--- config.mk ---
export PLATFORM = sky130hd
export DESIGN_NAME = mem_arbiter
export DESIGN_NICKNAME = d
export VERILOG_FILES = /design/src/rtl/mem_arbiter.sv
export SDC_FILE = /design/constraint.sdc
export NUM_CORES = 1
export LEC_CHECK = 0
export BUFFER_PORTS_ARGS = -buffer_cell sky130_fd_sc_hd__buf_2
export CAP_MARGIN = 20
export CORE_AREA = 2 2 78 80
export DETAILED_ROUTE_END_ITERATION = 16
export DIE_AREA = 0 0 80 82
export PLACE_DENSITY = 0.62
export SKIP_LAST_GASP = 1
export SLEW_MARGIN = 20
export SYNTH_ARGS = -nofsm -noshare
export SYNTH_HDL_FRONTEND = slang
export SYNTH_SLANG_ARGS = --single-unit
--- constraint.sdc ---
create_clock -name clk -period 4.4 [get_ports clk]
set_input_delay 0.44 -clock clk [delete_from_list [all_inputs] [get_ports clk]]
set_output_delay 0.44 -clock clk [all_outputs]
set_load 0.01 [all_outputs]
--- src/rtl/mem_arbiter.sv ---
// Unified 256 B memory arbiter: instruction fetch vs load/store, req/gnt/rvalid handshake.
// Build option: define MEM_ARB_MISALIGN_CHECK_EN to trap misaligned data accesses (d_err).
module mem_arbiter #(
   parameter int ADDR_W     = 8,
   parameter int DATA_BASE  = 127,
   parameter int MAX_STREAK = 3
) (
   input  logic              clk,
   input  logic              rst_n,
   input  logic              if_req,
   input  logic [ADDR_W-1:0] if_addr,
   output logic              if_gnt,
   output logic              if_rvalid,
   output logic [31:0]       if_rdata,
   input  logic              d_req,
   input  logic              d_we,
   input  logic [2:0]        d_funct3,
   input  logic [ADDR_W-1:0] d_addr,
   input  logic [31:0]       d_wdata,
   output logic              d_gnt,
   output logic              d_rvalid,
   output logic [31:0]       d_rdata,
   output logic              d_err,
   output logic              mem_en,
   output logic              mem_we,
   output logic [2:0]        mem_funct3,
   output logic [ADDR_W-1:0] mem_addr,
   output logic [31:0]       mem_wdata,
   input  logic [31:0]       mem_rdata,
   output logic              busy
);
   localparam int SW = (MAX_STREAK < 1) ? 1 : $clog2(MAX_STREAK + 1);
   localparam logic [1:0] S_IDLE    = 2'd0;
   localparam logic [1:0] S_RESP_IF = 2'd1;
   localparam logic [1:0] S_RESP_D  = 2'd2;

   logic [1:0]        r_state;
   logic [SW-1:0]     r_streak;
   logic              r_we;
   logic              r_err;
   logic              w_idle;
   logic              w_force_if;
   logic              w_gnt_if;
   logic              w_gnt_d;
   logic              w_misalign;
   logic [ADDR_W-1:0] w_d_addr;

   // Grants are gated by rst_n so every output reads 0 while reset is held.
   assign w_idle     = rst_n && (r_state == S_IDLE);
   assign w_force_if = (r_streak == SW'(MAX_STREAK));
   assign w_gnt_if   = w_idle && if_req && (!d_req || w_force_if);
   assign w_gnt_d    = w_idle && d_req && !w_gnt_if;
   assign w_d_addr   = d_addr + ADDR_W'(DATA_BASE);

`ifdef MEM_ARB_MISALIGN_CHECK_EN
   assign w_misalign = (((d_funct3 == 3'b001) || (d_funct3 == 3'b101)) && d_addr[0]) ||
                       ((d_funct3 == 3'b010) && (d_addr[1:0] != 2'b00));
   assign d_err      = (r_state == S_RESP_D) && r_err;
`else
   assign w_misalign = 1'b0;
   assign d_err      = 1'b0;
`endif

   assign if_gnt    = w_gnt_if;
   assign d_gnt     = w_gnt_d;
   assign if_rvalid = (r_state == S_RESP_IF);
   assign d_rvalid  = (r_state == S_RESP_D);
   assign if_rdata  = if_rvalid ? mem_rdata : 32'd0;
   assign d_rdata   = (d_rvalid && !r_we && !r_err) ? mem_rdata : 32'd0;
   assign busy      = (r_state != S_IDLE);

   always_comb begin
      mem_en     = 1'b0;
      mem_we     = 1'b0;
      mem_funct3 = 3'b000;
      mem_addr   = '0;
      mem_wdata  = 32'd0;
      if (w_gnt_if) begin
         mem_en     = 1'b1;
         mem_funct3 = 3'b010;
         mem_addr   = if_addr;
      end else if (w_gnt_d && !w_misalign) begin
         mem_en     = 1'b1;
         mem_we     = d_we;
         mem_funct3 = d_funct3;
         mem_addr   = w_d_addr;
         mem_wdata  = d_wdata;
      end
   end

   always_ff @(posedge clk or negedge rst_n) begin
      if (!rst_n) begin
         r_state <= S_IDLE;
         r_we    <= 1'b0;
         r_err   <= 1'b0;
      end else begin
         case (r_state)
            S_IDLE: begin
               if (w_gnt_if) begin
                  r_state <= S_RESP_IF;
               end else if (w_gnt_d) begin
                  r_state <= S_RESP_D;
                  r_we    <= d_we;
                  r_err   <= w_misalign;
               end
            end
            default: r_state <= S_IDLE;
         endcase
      end
   end

   // Streak counts data wins over a waiting fetch; a fetch win or idle fetch side clears it.
   always_ff @(posedge clk or negedge rst_n) begin
      if (!rst_n) begin
         r_streak <= '0;
      end else if (!if_req || w_gnt_if) begin
         r_streak <= '0;
      end else if (w_gnt_d && !w_force_if) begin
         r_streak <= r_streak + SW'(1);
      end
   end
endmodule

==> run metrics, run 1 <==
status=completed; die area=6560 sq um; synth warn=0; post-synthesis adder-cell area fraction=0.0212; Fin. Hold Viols=0; cells after synthesis=173; DR vias=approximately 1900; DP Wirelength=between 4000 and 5000 um; Initial Utilization=0.205; Die Width=~80 um; GRT Total Usage=0.139; HP Class=in2async; #FFs+latches synth=5; Crit Path Class=reg2out; CP max FO=38; H-Tree Depth=1; Pwr Density=approximately 130 nW/um^2; Final TNS setup=0 ns; VDD IR max=slightly above 0.00009 V; post-synthesis compound-gate area fraction=0.108; Leak Pwr=1.62 nW; Synth Area per Inst=6.81 sq um; Mapped Nets=263; synthesized area=roughly 1200 sq um; aggregate global routing overflow=0; most common cell after layout, fill and taps aside=buf_2; WP data arrival=2.46 ns; Resized cells post-CTS=0; Inserted Clock Buffers=3; Post-CTS Repair Setup Buffers=0; top-area cell type share of the netlist area=0.350; initial antenna violation count=0; Core ar.=5750 sq um; Routed Antenna Nets=0; n_diodes=0; CTS max path bufs=2; Place WS=1.72 ns; Tcrit/Tclk final=0.658; main combinational cell family by area after synthesis=simple AND/OR/NAND/NOR gates; xor/xnor cell area share of the yosys netlist=0.0223; slew margin rel.=0.416; Tmin final=2.90 ns; most frequent cells in the layout=buf_2 (201), and2_1 (66), and3_1 (35); Crit path required time=around 4.0 ns; Worst-Skew Late Latency=about 0.22 ns; pin count of the biggest net entering global routing=41; skew final=around 0.0027 ns; drt first pass iters=4; Final setup viols=0; unrepaired setup endpoints after global routing=false; post-synth top area cell=and2_1; Cell Area, Placed=2230 sq um; height of the die=82 um; initial drt markers=50; Via-to-Cell Ratio=between 4 and 5; Least-Margin Pin Slew=0.874 ns; max-slew violation total from the final report=0; DR DRC count=0; Worst Setup End Kind=output port; Worst setup SP type=flop; post-synthesis simple-gate area fraction=0.665; max_cap viols=0; Finished Cell Area=2270 sq um; vias in the first global route=about 1600; mux share of post-synthesis cell area=0; I/O Buffers=approximately 200; CTS tree=built; Synth cell types=35; first-pass GRT wire length=roughly 7300 um; clk root buf=clkbuf_8; Hold WS=0.0452 ns; num ports=a little over 200; share of cells above drive strength 1=0.580; CTS Hold Bufs=0; clock sink total=5; DR WL/cell=~12 um; placer congestion estimate=~0.70; nets=455; Layout area overhead=92.9%; post-synthesis sequential area ratio=0.106; setup slack after layout=1.50 ns; synth top area cells=and2_1 (35%), and3_1 (19%), dfrtp_1 (11%); clock-pin slew on the worst setup and hold paths=~0.040 ns; # rows=28; Fmax=345 MHz; Detailed Route WL=5140 um
critical path, cell delays in order (launching register included):
cell and delay, ns:
dfrtp_1 0.38, ha_1 0.23, nand2_1 0.65, nand2_1 0.33
o311ai_0 0.44, buf_2 0.20
per-stage QoR:
| stage | utilization | cells | power, W |
|---|---|---|---|
| floorplan | - | 173 | 0.000135 |
| global placement | 0.388 | 435 | 0.000221 |
| detailed placement | 0.388 | 435 | 0.000223 |
| CTS | 0.396 | 439 | 0.000308 |
| global route | 0.396 | 439 | 0.000333 |
| finish | 0.396 | 439 | 0.000305 |
power breakdown:
| part | switching, W | internal, W | total (W) | leakage [nW] |
|---|---|---|---|---|
| Sequential | 0.00000344 | 0.0000504 | 0.0000539 | 0.0662 |
| Combinational | 0.0000827 | 0.0000851 | 0.000168 | 1.53 |
| Clock | 0.0000213 | 0.0000621 | 0.0000834 | 0.0228 |
area by class of cell:
class,count,area (sq um)
multi-input cells,146,966
repair buffers,203,1020
well taps,75,93.8
flip-flops and latches,5,125
inverters,6,22.5
fillers,620,3470
clock buffers,4,45.0
synth_stat cells:
master     count
and4bb_2       1
inv_1          6
clkbuf_1      14
o2bb2ai_1      1
or2_2          2
nor3_1         2
or4_4          1
a22o_1         4
buf_2          1
o2111ai_1      2
o211ai_1       1
nand4b_1       1
nand3_1        2
nand2_1        3
a32o_1         1
nor2b_1        4
o21ai_0        1
and3_1        35
a21oi_1        1
xor2_1         1
nor4bb_1       1
nand2b_1       2
a21o_1         2
xnor2_1        2
ha_1           2
or3b_2         1
nor3b_1        1
nor2_1         1
and2_1        66
conb_1         1
dfrtp_1        5
or4_1          1
o31ai_1        2
o311ai_0       1
buf_4          1
cell families after synthesis:
family,Yosys count
adders and majority gates,2
DFF,5
buffers and inverters,22
and+or+nand+nor,124
other,1
AOI/OAI and AO/OA,16
xor gates and xnor gates,3
final timing paths:
check	cells after the start	startpoint	slack (ns)	endpoint
max reg2reg	4	r_streak[0]$_DFFE_PN0P_	2.43	r_we$_DFFE_PN0P_
max in group asynchronous	1	rst_n	4.20	r_streak[1]$_DFFE_PN0P_
max	5	r_streak[0]$_DFFE_PN0P_	1.50	mem_addr[5]
min	1	rst_n	0.05	r_state[0]$_DFFE_PN0P_
min reg2reg	1	r_we$_DFFE_PN0P_	0.50	r_we$_DFFE_PN0P_
min in group clk	1	r_we$_DFFE_PN0P_	0.50	r_we$_DFFE_PN0P_
flip-flops by register name, indices dropped and copies added (netlist names):
signal / count
r_we: 1
r_streak: 2
r_state: 2
metal layers:
metal	global-route usage	routed length (um)
met1	0.163	1990
met2	0.268	2550
met3	0.0198	560
met4	0.0254	35
met5	0	0
(Power assumes the default switching activity.)
==> run 2: changes to the inputs <==
ABC_AREA = 1   (was unset)
CORE_AREA = 2 2 79 81   (was 2 2 78 80)
DIE_AREA = 0 0 81 83   (was 0 0 80 82)
PLACE_DENSITY = 0.69   (was 0.62)
clock period = 2.6 ns   (was 4.4 ns; I/O delays follow)
==> run 2 against run 1 <==
  * Cell area increased by 12%
  * Critical path depth increased by 2
  * Wire length decreased by 0.82%
  * Clock power increased by 69%
  * Sequential power increased by 65%
==> run metrics, run 2 <==
# rows=28 (unchanged); Fmax=417 MHz; num ports=203 (unchanged); clk root buf=clkbuf_8; max-slew violation total from the final report=0 (unchanged); cells after synthesis=271 (+57%); Tmin final=about 2.4 ns; Clk pwr share=0.256 (-0.017); Core ar.=5820 sq um (+1.2%); most frequent cells in the layout=buf_2 (201), inv_1 (84), nor2_1 (78); CTS max path bufs=2 (unchanged); Tcrit/Tclk final=0.922; Crit path required time=2.34 ns (-1.62 ns); drt first pass iters=4 (unchanged); initial antenna violation count=0 (unchanged); Resized cells post-CTS=0 (unchanged); main combinational cell family by area after synthesis=simple AND/OR/NAND/NOR gates; post-synthesis sequential area ratio=0.0842 (-0.0219); DR DRC count=0 (unchanged); CP max FO=36 (-5.3%); mux share of post-synthesis cell area=0 (unchanged); Least-Margin Pin Slew=0.975 ns (+0.100 ns); H-Tree Depth=1 (unchanged); Regs by FF count=r_state (2), r_streak (2), r_we (1); synth top area cells=nor2_4 (24%), inv_1 (21%), nor2_1 (20%); synthesized area=1490 sq um (+26%); top cells by count, synth=inv_1 (84), nor2_1 (78), nand2_1 (32), nor2_4 (31), nand3_1 (9); initial drt markers=45 (-10%); synth warn=0 (unchanged); unrepaired setup endpoints after global routing=false; skew final=0.00121 ns (-0.00145 ns); number of enable flip-flop cells after synthesis=0 (unchanged); Die Width=81 um (+1.3%); Switching Power=0.000229 W (+110%); Placed Cells=536 (+23%); status=completed; internal power=0.000324 W (+64%); Worst setup SP type=input port; non-filler cells, final=541 (+23%); post-synthesis compound-gate area fraction=0.0270 (-0.0813); vias in the first global route=1866 (+18%); Flop pwr share=0.161 (-0.016); n_diodes=0 (unchanged); Fin. Hold Viols=0 (unchanged); Sw Share=0.414 (+0.0620); DP Wirelength=4430 um (+0.72%); Leak Pwr=1.90 nW (+18%); Via-to-Cell Ratio=3.88 (-9.7%); I/O Buffers=201 (unchanged); most common cell after layout, fill and taps aside=buf_2; nets=557 (+22%); WP data arrival=2.14 ns (-0.32 ns); Worst-Skew Late Latency=0.22 ns (about the same); Routed Antenna Nets=0 (unchanged); Initial Utilization=0.255 (+0.0502); HP Class=in2reg; post-synthesis simple-gate area fraction=0.571 (-0.0934); placer congestion estimate=0.776 (+11%); clock-pin slew on the worst setup and hold paths=0.03 ns (about the same); first-pass GRT wire length=7800 um (+6.2%); Final TNS setup=0 ns (unchanged); Pwr Density=218 nW/um^2 (+62%); pin count of the biggest net entering global routing=37 (-9.8%); post-synth top area cell=nor2_4; FFs w/ async S/R, synth=1.00 (unchanged); #FFs+latches synth=5 (unchanged); max_cap viols=0 (unchanged); GRT Total Usage=0.141 (+0.00244); Layout area overhead=70.7%; Total Power=0.000552 W (+81%); predominant post-synthesis flop cell=dfrtp_1; post-synthesis adder-cell area fraction=0.0168 (-0.00438); CTS tree=built; height of the die=83 um (+1.2%); die area=6720 sq um (+2.5%); DR vias=2101 (+11%); aggregate global routing overflow=0 (unchanged); Synth cell types=24 (-31%); share of cells above drive strength 1=0.521 (-0.0582); slew margin rel.=0.349 (-0.0671); clock sink total=5 (unchanged); power share of the combinational group=0.583 (+0.033); top-area cell type share of the netlist area=0.235 (-0.115); DR WL/cell=9.43 um (-20%); Synth Area per Inst=5.48 sq um (-20%); Inserted Clock Buffers=3 (unchanged); most frequent cell after synthesis=inv_1; Crit Path Class=in2out; Final setup viols=0 (unchanged); Detailed Route WL=5100 um (-0.82%); Mapped Nets=361 (+37%); fillcell total=636 (+2.6%); VDD IR max=0.000139 V (+50%); Worst Setup End Kind=output port; xor/xnor cell area share of the yosys netlist=0.00590 (-0.0164)
[run 2: changes by cell type in the layout (fill, tap and decap cells not counted), moves of 5 or more]
cell	previous run	this run
and2_1	66	0
and3_1	35	0
inv_1	6	84
nand2_1	3	32
nand3_1	2	9
nor2_1	1	78
nor2_4	0	31
o21ai_1	0	5
[run 2: routing by layer]
metal,part of all wire,vias up,track usage
met3,0.10,5,0.0261
met2,0.53,110,0.289
met5,0,-,0
li1,-,1125,-
met1,0.35,861,0.134
met4,0.011,0,0.0462
[run 2: logic make-up after synthesis]
group	after synthesis
AND/OR/NAND/NOR	156
buffers and inverters	98
AO/OA/AOI/OAI	8
flip-flops	5
adder cells (fa/ha/maj)	2
XOR/XNOR	1
other	1
[run 2: power groups by stage]
stage | Sequential, W | Clock, W | Combinational (W)
after floorplan | 0.0000889 | 0 | 0.000193
after global placement | 0.0000892 | 0 | 0.000319
after detailed placement | 0.0000897 | 0 | 0.000323
after CTS | 0.0000888 | 0.000146 | 0.000326
after global routing | 0.0000903 | 0.000156 | 0.000361
final | 0.0000888 | 0.000141 | 0.000322
[run 2: worst max-delay path, cell delays in order]
cell	delay [ns]
dlygate4sd3_1	0.52
buf_2	0.20
nand3_2	0.14
nor2_4	0.28
inv_4	0.35
o21ai_1	0.22
buf_2	0.15
[run 2: area by class of cell]
cell class	count	area [sq um]	share of cell area
clock buffer	4	45.0	0.0178
timing repair buffer	202	1020	0.401
multi-input combinational	168	926	0.365
inverter	87	329	0.130
sequential	5	125	0.0494
tap	75	93.8	0.0370
[run 2: per-stage QoR]
step           hold WS (ns)  instance area (sq um)  setup slack [ns]  utilization
2_1_floorplan       -0.0356                   1490              1.14            -
3_3_place_gp         0.0947                   2480             0.622        0.426
3_5_place_dp         0.0980                   2480             0.575        0.426
4_1_cts               0.298                   2530             0.180        0.436
5_1_grt               0.323                   2530            0.0726        0.436
6_report              0.299                   2530             0.202        0.436
[run 2: path summary, 6_finish.rpt]
| check | slack (ns) | cells past startpoint | start | end |
|---|---|---|---|---|
| setup / recovery | 0.20 | 7 | rst_n | mem_addr[0] |
| hold / removal | 0.30 | 3 | d_we | r_we$_DFFE_PN0P_ |
| setup reg to reg | 1.28 | 6 | r_streak[0]$_DFFE_PN0P_ | r_we$_DFFE_PN0P_ |
| hold reg to reg | 0.52 | 2 | r_we$_DFFE_PN0P_ | r_we$_DFFE_PN0P_ |
| max in group asynchronous | 2.03 | 2 | rst_n | r_streak[1]$_DFFE_PN0P_ |
| min in group asynchronous | 0.41 | 2 | rst_n | r_state[0]$_DFFE_PN0P_ |
[run 2: timing repair]
action,4_1_cts,5_1_grt
setup buffers,0,0
hold buffers,1,0
endpoints found under the hold margin,5,0
setup endpoints to repair,0,0
==> run 3: changes to the inputs <==
BUFFER_PORTS_ARGS = -buffer_cell sky130_fd_sc_hd__clkbuf_2   (was -buffer_cell sky130_fd_sc_hd__buf_2)
HOLD_SLACK_MARGIN = 0.03   (was unset)
==> run 3 against run 2 <==
  * Register-to-register slack lost 0.04 ns
  * Core utilization is essentially flat
  * Total power grew 0.25%
  * Setup slack gained 0.031 ns
  * Cell area is essentially flat
  * Critical path type unchanged
  * Critical endpoint is now mem_addr[1]
  * Largest cell class unchanged
  * Highest routed layer unchanged
==> run metrics, run 3 (same netlist as run 2, synthesis figures left out) <==
Via-to-Cell Ratio=3.93 (+1.2%); DR WL/cell=9.46 um (+0.33%); num ports=203 (unchanged); Final TNS setup=0 ns (unchanged); placer congestion estimate=0.776 (unchanged); pin count of the biggest net entering global routing=37 (unchanged); DR vias=2127 (+1.2%); Worst-Skew Late Latency=0.22 ns (about the same); GRT Total Usage=0.143 (+0.00176); Initial Utilization=0.255 (unchanged); fillcell total=653 (+2.7%); Inserted Clock Buffers=3 (unchanged); status=completed; Die Width=81 um (unchanged); aggregate global routing overflow=0 (unchanged); skew final=0.000809 ns (-0.000404 ns); Worst Setup End Kind=output port; R2R Setup Slk=1.24 ns (-0.04 ns); share of cells above drive strength 1=0.521 (unchanged); clock sink total=5 (unchanged); die area=6720 sq um (unchanged); CTS max path bufs=2 (unchanged); Tcrit/Tclk final=0.910 (-0.0120); FF-to-FF End=r_we$_DFFE_PN0P_; vias in the first global route=1868 (+0.11%); # rows=28 (unchanged); n_diodes=0 (unchanged); Fin. Hold Viols=0 (unchanged); Routed Antenna Nets=0 (unchanged); max-slew violation total from the final report=0 (unchanged); Post-CTS Repair Setup Buffers=0 (unchanged); Layout area overhead=70.9% (about the same); setup slack after layout=0.234 ns (+0.0312 ns); drt first pass iters=4 (unchanged); Regs by FF count=r_state (2), r_streak (2), r_we (1); Crit Path Class=in2out; non-filler cells, final=541 (unchanged); Reg-to-Reg Start=r_streak[0]$_DFFE_PN0P_; VDD IR max=0.000139 V (+0.47%); nets=557 (unchanged); max_cap viols=0 (unchanged); clock-pin slew on the worst setup and hold paths=0.03 ns (about the same); unrepaired setup endpoints after global routing=false; Final setup viols=0 (unchanged); DR DRC count=0 (unchanged); most common cell after layout, fill and taps aside=clkbuf_2; HP Class=in2reg; Pwr Density=218 nW/um^2 (+0.15%); Tmin final=2.37 ns (-0.0312 ns); Cell Area, Placed=2480 sq um (unchanged); Worst setup SP type=input port; Least-Margin Pin Slew=0.990 ns (+0.0157 ns); clk root buf=clkbuf_8; CP max FO=36 (unchanged); I/O Buffers=201 (unchanged); DP Wirelength=4560 um (+2.8%); Leak Pwr=1.83 nW (-3.8%); Place WS=0.539 ns (-0.0357 ns); Placed Cells=536 (unchanged); Core ar.=5820 sq um (unchanged); H-Tree Depth=1 (unchanged); WP data arrival=2.11 ns (-0.03 ns); end of the critical path=mem_addr[1]; slew margin rel.=0.338 (-0.0105); critical path startpoint=rst_n; height of the die=83 um (unchanged); Fmax=423 MHz (+1.3%); Crit path required time=2.34 ns (about the same); CTS tree=built; most frequent cells in the layout=clkbuf_2 (201), inv_1 (84), nor2_1 (78); Worst Reg-to-Reg Cells=6 (unchanged); Detailed Route WL=5120 um (+0.33%); Finished Cell Area=2540 sq um (about the same); initial antenna violation count=0 (unchanged); initial drt markers=27 (-40%); first-pass GRT wire length=7960 um (+1.9%)
-- run 3: cell types whose count changed in the layout (fill, tap and decap cells not counted) --
cell      change
inv_6         +1
buf_2       -201
clkbuf_2    +201
inv_4         -1
-- run 3: layout make-up --
class                      instances  area, sq um  share of cell area
sequential                         5          125              0.0493
timing repair buffer             202         1020               0.400
inverter                          87          332               0.131
clock buffer                       4         45.0              0.0178
multi-input combinational        168          926               0.365
tap                               75         93.8              0.0370
-- run 3: power by group --
| group | switching, W | total, W | internal (W) |
|---|---|---|---|
| clock | 0.0000357 | 0.000141 | 0.000105 |
| sequential | 0.00000351 | 0.0000887 | 0.0000852 |
| combinational | 0.000192 | 0.000324 | 0.000132 |
| total | 0.000232 | 0.000554 | 0.000322 |
-- run 3: metrics by stage --
step | utilization | hold slack [ns] | power (W)
floorplan | - | -0.0356 | 0.000282
global placement | 0.426 | 0.0994 | 0.000410
detailed placement | 0.426 | 0.104 | 0.000417
CTS | 0.436 | 0.298 | 0.000565
global route | 0.436 | 0.335 | 0.000607
finish | 0.436 | 0.295 | 0.000554
-- run 3: worst min path at each step --
stage,start,to,cells after the start
final,d_we,r_we$_DFFE_PN0P_,3
after global routing,d_we,r_we$_DFFE_PN0P_,3
after CTS,d_we,r_we$_DFFE_PN0P_,3
after detailed placement,rst_n,r_streak[0]$_DFFE_PN0P_,1
after global placement,rst_n,r_streak[0]$_DFFE_PN0P_,1
after floorplan,rst_n,r_state[0]$_DFFE_PN0P_,0
-- run 3: layer usage --
layer | vias to the layer above | wire length [um] | global-route usage
li1 | 1129 | - | -
met5 | - | 0 | 0
met4 | 0 | 27 | 0.0370
met2 | 101 | 2780 | 0.301
met3 | 2 | 508 | 0.0207
met1 | 895 | 1800 | 0.136
-- run 3: timing repair --
item / in CTS / in global routing
setup endpoints to repair: 0 / 1
hold endpoints to repair: 5 / 0
hold buffers: 1 / 0
gates resized for setup: 0 / 1
-- run 3: critical path: stages --
cell and delay, ns:
dlygate4sd3_1 0.52, clkbuf_2 0.21, nand3_2 0.15, nor2_4 0.32, inv_6 0.28, o21ai_1 0.21
clkbuf_2 0.15
